### src/rtl/sipo_deser.sv
// rtl/sipo_deser.sv - serial-in parallel-out deserializer with valid/ready word output
// Completed words go to a one-deep held register; an unconsumed word overwritten sets a sticky overrun.
module sipo_deser #(
  parameter int WIDTH     = 4,
  parameter bit MSB_FIRST = 1'b1,
  localparam int CW       = (WIDTH > 2) ? $clog2(WIDTH) : 1
) (
  input  logic             clk,
  input  logic             rst,
  input  logic             si,
  input  logic             si_en,
  input  logic             clr,
  input  logic             pready,
  output logic [WIDTH-1:0] q,
  output logic [WIDTH-1:0] pdata,
  output logic             pvalid,
  output logic [CW-1:0]    bit_cnt,
  output logic             overrun
);

  logic [WIDTH-1:0] q_q, q_d;
  logic [WIDTH-1:0] pdata_q, pdata_d;
  logic             pvalid_q, pvalid_d;
  logic [CW-1:0]    cnt_q, cnt_d;
  logic             overrun_q, overrun_d;

  logic [WIDTH-1:0] shifted;
  logic             complete;
  logic             xfer;

  always_comb begin
    shifted   = MSB_FIRST ? {q_q[WIDTH-2:0], si} : {si, q_q[WIDTH-1:1]};
    complete  = si_en && (cnt_q == CW'(WIDTH - 1));
    xfer      = pvalid_q && pready;

    q_d       = q_q;
    cnt_d     = cnt_q;
    pdata_d   = pdata_q;
    pvalid_d  = pvalid_q;
    overrun_d = overrun_q;

    if (clr) begin
      q_d       = '0;
      cnt_d     = '0;
      pdata_d   = '0;
      pvalid_d  = 1'b0;
      overrun_d = 1'b0;
    end else begin
      if (si_en) begin
        q_d   = shifted;
        cnt_d = complete ? '0 : cnt_q + CW'(1);
      end
      // A new word always wins the output register; losing an unconsumed one is flagged.
      if (complete) begin
        pdata_d  = shifted;
        pvalid_d = 1'b1;
        if (pvalid_q && !pready) overrun_d = 1'b1;
      end else if (xfer) begin
        pvalid_d = 1'b0;
      end
    end
  end

  always_ff @(posedge clk or posedge rst) begin
    if (rst) begin
      q_q       <= '0;
      cnt_q     <= '0;
      pdata_q   <= '0;
      pvalid_q  <= 1'b0;
      overrun_q <= 1'b0;
    end else begin
      q_q       <= q_d;
      cnt_q     <= cnt_d;
      pdata_q   <= pdata_d;
      pvalid_q  <= pvalid_d;
      overrun_q <= overrun_d;
    end
  end

  assign q       = q_q;
  assign pdata   = pdata_q;
  assign pvalid  = pvalid_q;
  assign bit_cnt = cnt_q;
  assign overrun = overrun_q;

endmodule

### config.mk
export PLATFORM = sky130hd
export DESIGN_NAME = sipo_deser
export DESIGN_NICKNAME = d
export VERILOG_FILES = /design/src/rtl/sipo_deser.sv
export SDC_FILE = /design/constraint.sdc
export NUM_CORES = 1
export LEC_CHECK = 0
export ABC_AREA = 0
export BUFFER_PORTS_ARGS = -buffer_cell sky130_fd_sc_hd__buf_2
export CAP_MARGIN = 25
export CORE_AREA = 3 3 41 43
export CTS_CLUSTER_DIAMETER = 40
export CTS_CLUSTER_SIZE = 24
export DETAILED_ROUTE_END_ITERATION = 8
export DIE_AREA = 0 0 44 46
export GPL_TIMING_DRIVEN = 0
export PLACE_DENSITY = 0.67
export RECOVER_POWER = 25
export SLEW_MARGIN = 10
export SYNTH_ARGS = -nofsm -noshare
export SYNTH_HDL_FRONTEND = slang
export SYNTH_SLANG_ARGS = --single-unit
### constraint.sdc
create_clock -name clk -period 1 [get_ports clk]
set_input_delay 0.15 -clock clk [delete_from_list [all_inputs] [get_ports clk]]
set_output_delay 0.15 -clock clk [all_outputs]
set_load 0.005 [all_outputs]
## Word level (Yosys, flattened, before mapping)

Cells that the tools add are included.

- Shift operators: 0
- Divide/modulo/power cells: 0
- Reductions and logical operators: 9
- Multiplexer cells: 13
- Equality and inequality tests: 1
- $add $sub $neg: 1
- Bitwise gates (word level): 0
- $mul: 0
- $lt $le $gt $ge: 0

Operators by type and width:

| cell | number |
|---|---|
| $mux 4 | 4 |
| $mux 1 | 6 |
| $mux 2 | 3 |
| $reduce_bool 2->1 | 3 |
| $logic_and 1x1->1 | 3 |
| $reduce_bool 3->1 | 1 |
| $add 2x1->2 const B | 1 |
| $eq 2x2->1 const B | 1 |
| $reduce_and 2->1 | 1 |
| $logic_not 1->1 | 1 |

- Word-level logic and storage cells: 29
- Register bits after elaboration: 12
- Memories kept: 0
- Memory bits (writable): 0
- Latch bits: 0
- Input port bits: 6
- ROM bits: 0

## Longest topological paths before layout

Gate-level depths: netlist of the first run.

- Depth after elaboration: 5
- Gate-level depth with buffers: 4

## Least setup slack after synthesis of the first run

No wires, ideal clock.

- Path kind: register to register
- Start point: register cnt_q[0] (netlist: bit_cnt[0])
- End point: register pdata_q[0] (netlist: pdata[0])
- Clock period less this slack: 1,182 ps
- Stages on the path, launching flop included: 5
- Library setup time: 79 ps
- Slack: -182 ps
- Arrival time: 1,103 ps
- Cell sequence: dfrtp_1 ha_1 clkbuf_1 a21bo_2 a21oi_1

- Word-level cells in the longest chain between the ends: 3

RTL lines:

| element | RTL line | RTL |
|---|---|---|
| from (decl) | 24 | `logic [CW-1:0] cnt_q, cnt_d;` |
| from (signal assigned) | 73 | `cnt_q <= cnt_d;` |
| $eq 2x2->1 | 33 | `complete = si_en && (cnt_q == CW'(WIDTH - 1));` |
| $logic_and 1x1->1 | 33 |  |
| $reduce_bool 2->1 (no source line) | n/a |  |
| to (signal assigned) | 74 | `pdata_q <= pdata_d;` |
| to (decl) | 22 | `logic [WIDTH-1:0] pdata_q, pdata_d;` |

Every way passes these cells.
A chain may end at the register's enable or synchronous reset.

## Worst setup path in the final report of the first run

- Start point: register cnt_q[0] (netlist: bit_cnt[0])
- End point: register cnt_q[0] (netlist: bit_cnt[0])

- Word-level cells in the longest chain between the ends: 5
- Elaborated cells on any way between the ends: 6
- Classes of those cells: add/sub: 1; eq/ne: 1; mux: 3; reduce/logical: 1

RTL lines:

| element | RTL line | RTL |
|---|---|---|
| branches (longest 2 deep; another with $add 2x1->2) | n/a |  |
| $mux 2 (*) | 51 | `cnt_d = complete ? '0 : cnt_q + CW'(1);` |
| $mux 2 (*) | 49 | `if (si_en) begin` |
| $mux 2 (*) | 42 | `if (clr) begin` |

Mark *: on every way between the ends. The select of a mux whose other input is x is not followed.

==> results of run 1 <==
-- worst max-delay path by stage --
stage,startpoint,endpoint,slack [ns],cells after the start
2_1_floorplan,bit_cnt[1]$_DFFE_PP0P_,bit_cnt[0]$_DFFE_PP0P_,-0.11,3
3_3_place_gp,bit_cnt[0]$_DFFE_PP0P_,pdata[0]$_DFFE_PP0P_,-0.12,4
3_5_place_dp,bit_cnt[0]$_DFFE_PP0P_,pdata[0]$_DFFE_PP0P_,-0.14,4
4_1_cts,bit_cnt[0]$_DFFE_PP0P_,bit_cnt[0]$_DFFE_PP0P_,-0.12,3
5_1_grt,bit_cnt[1]$_DFFE_PP0P_,pdata[3]$_DFFE_PP0P_,-0.17,4
6_report,bit_cnt[0]$_DFFE_PP0P_,bit_cnt[0]$_DFFE_PP0P_,-0.12,3
-- synthesized netlist by cell type, drive strengths merged --
| cell | count |
|---|---|
| mux2i | 5 |
| ha | 1 |
| nand3 | 4 |
| nand2 | 1 |
| buf | 2 |
| a21bo | 4 |
| or3b | 1 |
| nand4b | 1 |
| dfrtp | 12 |
| a21oi | 7 |
| nor2 | 5 |
| inv | 2 |
| nand2b | 2 |
| clkbuf | 2 |
-- power by group through the flow --
| stage | Combinational, mW | Clock [mW] | Sequential [mW] |
|---|---|---|---|
| floorplan | 0.0566 | 0 | 0.516 |
| global placement | 0.0896 | 0 | 0.516 |
| detailed placement | 0.0914 | 0 | 0.516 |
| CTS | 0.105 | 0.394 | 0.505 |
| global route | 0.123 | 0.422 | 0.506 |
| finish | 0.108 | 0.382 | 0.505 |
-- flip-flops by register name (all words and copies together), names as in the netlist --
signal   count
bit_cnt      2
overrun      1
pvalid       1
pdata        4
q            4
-- cell type report --
| type | instances | area (um2) |
|---|---|---|
| sequential | 12 | 300 |
| tap | 15 | 18.8 |
| fill | 129 | 598 |
| clock buffer | 4 | 36.3 |
| timing repair buffer | 20 | 113 |
| inverter | 2 | 7.51 |
| buffer | 4 | 32.5 |
| multi-input combinational | 31 | 228 |
-- metrics by stage --
step	power (mW)	utilization, %	hold slack (ns)	TNS (ns)
finish	0.994	55.2	0.0526	-0.750
detailed placement	0.608	49.2	0.187	-0.679
floorplan	0.573	-	0.0147	-0.443
global placement	0.605	49.2	0.181	-0.563
CTS	1.00	54.0	0.0446	-0.742
global route	1.05	55.2	0.0374	-1.27
-- worst max-delay path, delay by kind of cell (launching register included) --
family / cells / cell delay (ns)
and+or+nand+nor: 1 / 0.36
adders and majority gates: 1 / 0.18
DFF: 1 / 0.40
AOI/OAI and AO/OA: 1 / 0.11
-- layer usage --
metal | wire, um | part of all wire (%) | GRT usage [%] | up-vias
met2 | 603 | 53 | 23.0 | 6
met1 | 486 | 43 | 15.3 | 202
met3 | 39 | 3.4 | 3.56 | 2
met4 | 10 | 0.88 | 9.04 | 0
li1 | - | - | - | 215
met5 | 0 | 0 | 0 | -
-- kinds of logic after synthesis --
| kind of cell | after synthesis |
|---|---|
| adder cells (fa/ha/maj) | 1 |
| AO/OA/AOI/OAI | 11 |
| flip-flops | 12 |
| buffers and inverters | 6 |
| AND/OR/NAND/NOR | 14 |
| multiplexers | 5 |
-- repair_timing --
item	4_1_cts	5_1_grt
endpoints found under the hold margin	12	0
pin swaps	1	0
setup endpoints to repair	7	13
cloned	0	0
resized for setup	1	2
hold buffers	1	0
setup buffers	2	1
==> run metrics, run 1 <==
outcome finished, violations left; failing checks negative setup slack; first-pass GRT wire length 1970 um; multiplexer share of the synthesized area 9.20%; Sequential Power Share 50.8%; Max-cap violations 0; HP Start clr; first drt pass iteration count 2; worst slew pin tran 0.541 ns; CP Class reg2reg; setup ws final -0.124 ns; Clock Path Buffers 2; Placement Rows 13; layout cells sized above 1 47.9%; post-DR vias/cell 4.83; Post-Syn Area 544 um2; Fin Clk Skew 0.00562 ns; area grow syn2layout 35.2%; worst slack at placement -0.137 ns; Die Height 46 um; Synth Register Bits 12; ANT nets after route 0; worst-case reg-to-reg path depth 3; die area 2020 um2; Synth area leader dfrtp_1; routed via count 425; GRT Total Usage 13.7%; Max Fclk 0.890 GHz; Critical Path RT 1.20 ns; number of global-route vias before repair 429; R2R Setup Slk -0.12 ns; # IOs 18; Post-Synth Simple-Gate Area 13.3%; Slew headroom 64.0%; latest clock arrival within the worst-skew pair 0.27 ns; H-tree levels 1; TritonCTS Sinks 12; setup violators final 9; pin count of the biggest net entering global routing 13; xor and xnor fraction of the mapped netlist area 0%; detailed placement HPWL 775 um; DRC Markers 0; Net Sw Power 225 uW; Synth cell types 15; number of port buffers 16; placed inst area 656 um2; syn nets 56; Crit Path Max Fanout 2; WP data arrival 1.33 ns; clk slew on worst S/H paths 0.08 ns; synthesized area per cell 11.1 um2; largest family of logic cells by synthesized area compound AO/OA/AOI/OAI gates; Min-Delay Endpoint pdata[1]$_DFFE_PP0P_; nets 81; Die W 44 um; Sw Ratio 22.6%; HP Class in2reg; commonest non-fill, non-tap cells in the layout buf_2 (16), dfrtp_1 (12), buf_4 (5), mux2i_1 (5), nor2_1 (5); Logic pwr share 10.8%; fin cells 88; Worst setup SP type flip-flop; leak pwr 0.389 nW; placed cell count 80; # diodes 0; Final min period 1.12 ns; post-synthesis compound-gate area fraction 14.5%; critical path's largest stage delay 0.40 ns; CTS buffer count 3; Root Driver clkbuf_4; routed length per instance 12.9 um; pwr dens 1350 nW/um2; top cells by area, synth dfrtp_1 (55%), mux2i_1 (9.2%), a21bo_2 (7.4%), a21oi_1 (5.5%), nand3_1 (3.7%); final hold violation count 0; R2R Path Start bit_cnt[0]$_DFFE_PP0P_; initial drt markers 2; Hold Path Depth 2; cell area after layout 736 um2; Int Pwr 769 uW; YS warnings 0; critical path cell sequence ha_2, or3b_1, a21oi_2; crit path max-delay cell type dfrtp_1; Routability Congestion 0.690; Initial Utilization 40.8%; commonest non-fill, non-tap cell in the layout buf_2; worst reg2reg path endpoint bit_cnt[0]$_DFFE_PP0P_; Yosys top cell area share 55.2%; final wirelength 1140 um; RSZ-0062 raised after global routing true; area share of fa/ha/maj cells after synthesis 2.30%; CTS tree yes; CORE AREA 1330 um2; Worst Setup End Kind flip-flop; total gr overflow 0; Tcrit/Tclk final 112%; register area share after synthesis 55.2%; Clock Power Share 38.4%; initial antenna violation count 0; VDD IR max 673 uV; Synth Instances 49; max-slew violation count 0
No activity file was read; power rests on OpenSTA's default activity.
==> run 2, diff against run 1 <==
--- a/config.mk
+++ b/config.mk
@@ -16,6 +16,7 @@
 export GPL_TIMING_DRIVEN = 0
 export PLACE_DENSITY = 0.67
 export RECOVER_POWER = 25
+export SKIP_CTS_REPAIR_TIMING = 1
 export SLEW_MARGIN = 10
 export SYNTH_ARGS = -nofsm -noshare
 export SYNTH_HDL_FRONTEND = slang
==> run 2 against run 1 <==
The flow still finishes with violations (negative setup slack). First-iteration DRC count grew to 2.5 times the previous value. Critical path depth is the same. Via count grew 3.3%. Critical path type unchanged. Critical endpoint unchanged.
==> run metrics, run 2 (synthesis gave the netlist of run 1 again) <==
# diodes 0 (unchanged); Clock Path Buffers 2 (unchanged); number of global-route vias before repair 406 (was 429); Die W 44 um (unchanged); Fin Clk Skew 0.00827 ns (was 0.00562 ns); Clock Power Share 38.2% (was 38.4%); Critical Path RT 1.20 ns (about the same); cell family with most CP delay flip-flops (unchanged); worst slew pin tran 0.527 ns (was 0.541 ns); routed via count 439 (was 425); first-pass GRT wire length 1880 um (was 1970 um); GRT Total Usage 13.2% (was 13.7%); CTS tree yes (unchanged); failing checks negative setup slack (unchanged); # IOs 18 (unchanged); worst-case reg-to-reg path depth 3 (unchanged); final hold violation count 0 (unchanged); HP Start clr (unchanged); Final min period 1.18 ns (was 1.12 ns); Root Driver clkbuf_4 (unchanged); worst reg2reg path endpoint bit_cnt[0]$_DFFE_PP0P_ (unchanged); max-slew violation count 0 (unchanged); outcome finished, violations left (unchanged); final wirelength 1220 um (was 1140 um); Hold Path Depth 2 (unchanged); Sequential Power Share 50.0% (was 50.8%); Slew headroom 64.8% (was 64.0%); H-tree levels 1 (unchanged); Crit Path Max Fanout 3 (was 2); RSZ-0062 raised after global routing true (unchanged); Pwr Total 1.02 mW (was 994 uW); latest clock arrival within the worst-skew pair 0.27 ns (about the same); crit path buf inv count 0 (unchanged); HP Class in2reg (unchanged); Max-cap violations 0 (unchanged); Worst Setup End Kind flip-flop (unchanged); initial drt markers 5 (was 2); Die Height 46 um (unchanged); Placement Rows 13 (unchanged); worst hold margin 0.0479 ns (was 0.0526 ns); post-DR vias/cell 4.88 (was 4.83); ANT nets after route 0 (unchanged); R2R Setup Slk -0.18 ns (was -0.12 ns); pwr dens 1320 nW/um2 (was 1350 nW/um2); setup ws final -0.180 ns (was -0.124 ns); setup violators final 8 (was 9); critical path's largest stage delay 0.44 ns (was 0.40 ns); total gr overflow 0 (unchanged); commonest non-fill, non-tap cells in the layout buf_2 (15), dfrtp_1 (12), buf_4 (6) (was buf_2 (16), dfrtp_1 (12), buf_4 (5), mux2i_1 (5), nor2_1 (5)); Int Pwr 779 uW (was 769 uW); Initial Utilization 40.8% (unchanged); CORE AREA 1330 um2 (unchanged); CP Class reg2reg (unchanged); layout cells sized above 1 49.3% (was 47.9%); DRC Markers 0 (unchanged); number of port buffers 16 (unchanged); clk slew on worst S/H paths 0.08 ns (about the same); Routability Congestion 0.690 (unchanged); CTS buffer count 3 (unchanged); first drt pass iteration count 4 (was 2); Sw Ratio 23.4% (was 22.6%); critical path cell sequence ha_4, or3b_1, a21oi_2 (was ha_2, or3b_1, a21oi_2); Min-Delay Endpoint pdata[1]$_DFFE_PP0P_ (unchanged); VDD IR max 688 uV (was 673 uV); detailed placement HPWL 775 um (unchanged); die area 2020 um2 (unchanged); R2R Path Start bit_cnt[0]$_DFFE_PP0P_ (unchanged); WP data arrival 1.38 ns (was 1.33 ns); initial antenna violation count 0 (unchanged); Worst setup SP type flip-flop (unchanged); commonest non-fill, non-tap cell in the layout buf_2 (unchanged); area grow syn2layout 41.8% (was 35.2%); routed length per instance 13.5 um (was 12.9 um); setup TNS -0.856 ns (was -0.750 ns); Max Fclk 0.848 GHz (was 0.890 GHz); Logic pwr share 11.8% (was 10.8%); crit path max-delay cell type dfrtp_1 (unchanged); leak pwr 0.403 nW (was 0.389 nW); TritonCTS Sinks 12 (unchanged); Net Sw Power 238 uW (was 225 uW); pin count of the biggest net entering global routing 13 (unchanged); nets 83 (was 81); fillers 126 (was 129); Tcrit/Tclk final 118% (was 112%); Layout Utilization 57.9% (was 55.2%)
==> run 2: changes by cell type in the layout (fill, tap and decap cells not counted) <==
cell      change
ha_4          +1
buf_2         -1
buf_8         +1
clkbuf_8      -1
buf_4         +1
ha_2          -1
buf_6         +2
==> run 2: stage by stage <==
stage	worst slack (ns)	cells	area, um2
after global routing	-0.205	90	772
after floorplan	-0.110	49	557
after CTS	-0.155	84	692
after detailed placement	-0.137	80	656
final	-0.180	90	772
after global placement	-0.118	80	656
==> run 2: final cells by class <==
cell class / count / area [um2] / area share, %
inverter: 2 / 7.51 / 0.972
multi-input combinational: 31 / 238 / 30.8
buffer: 4 / 33.8 / 4.38
timing repair buffer: 22 / 138 / 17.8
clock buffer: 4 / 36.3 / 4.70
tap: 15 / 18.8 / 2.43
sequential: 12 / 300 / 38.9
==> run 2: routing by layer <==
layer | wire (um) | track usage (%) | vias up | share of wire [%]
li1 | - | - | 219 | -
met1 | 520 | 15.3 | 205 | 43
met2 | 612 | 21.2 | 11 | 50
met3 | 52 | 3.56 | 4 | 4.3
met4 | 29 | 9.04 | 0 | 2.4
met5 | 0 | 0 | - | 0
==> run 2: worst max-delay path by stage <==
stage                                 startpoint                      to  slack (ns)  cells after the start
after floorplan           bit_cnt[1]$_DFFE_PP0P_  bit_cnt[0]$_DFFE_PP0P_       -0.11                      3
after global placement    bit_cnt[0]$_DFFE_PP0P_    pdata[0]$_DFFE_PP0P_       -0.12                      4
after detailed placement  bit_cnt[0]$_DFFE_PP0P_    pdata[0]$_DFFE_PP0P_       -0.14                      4
after CTS                 bit_cnt[0]$_DFFE_PP0P_    pdata[0]$_DFFE_PP0P_       -0.16                      4
after global routing      bit_cnt[0]$_DFFE_PP0P_  bit_cnt[0]$_DFFE_PP0P_       -0.21                      3
final                     bit_cnt[0]$_DFFE_PP0P_  bit_cnt[0]$_DFFE_PP0P_       -0.18                      3
==> run 2: power by group through the flow <==
| stage | combinational, mW | sequential [mW] | clock [mW] |
|---|---|---|---|
| global route | 0.135 | 0.511 | 0.422 |
| floorplan | 0.0566 | 0.516 | 0 |
| finish | 0.120 | 0.509 | 0.389 |
| CTS | 0.0915 | 0.507 | 0.394 |
| global placement | 0.0896 | 0.516 | 0 |
| detailed placement | 0.0914 | 0.516 | 0 |
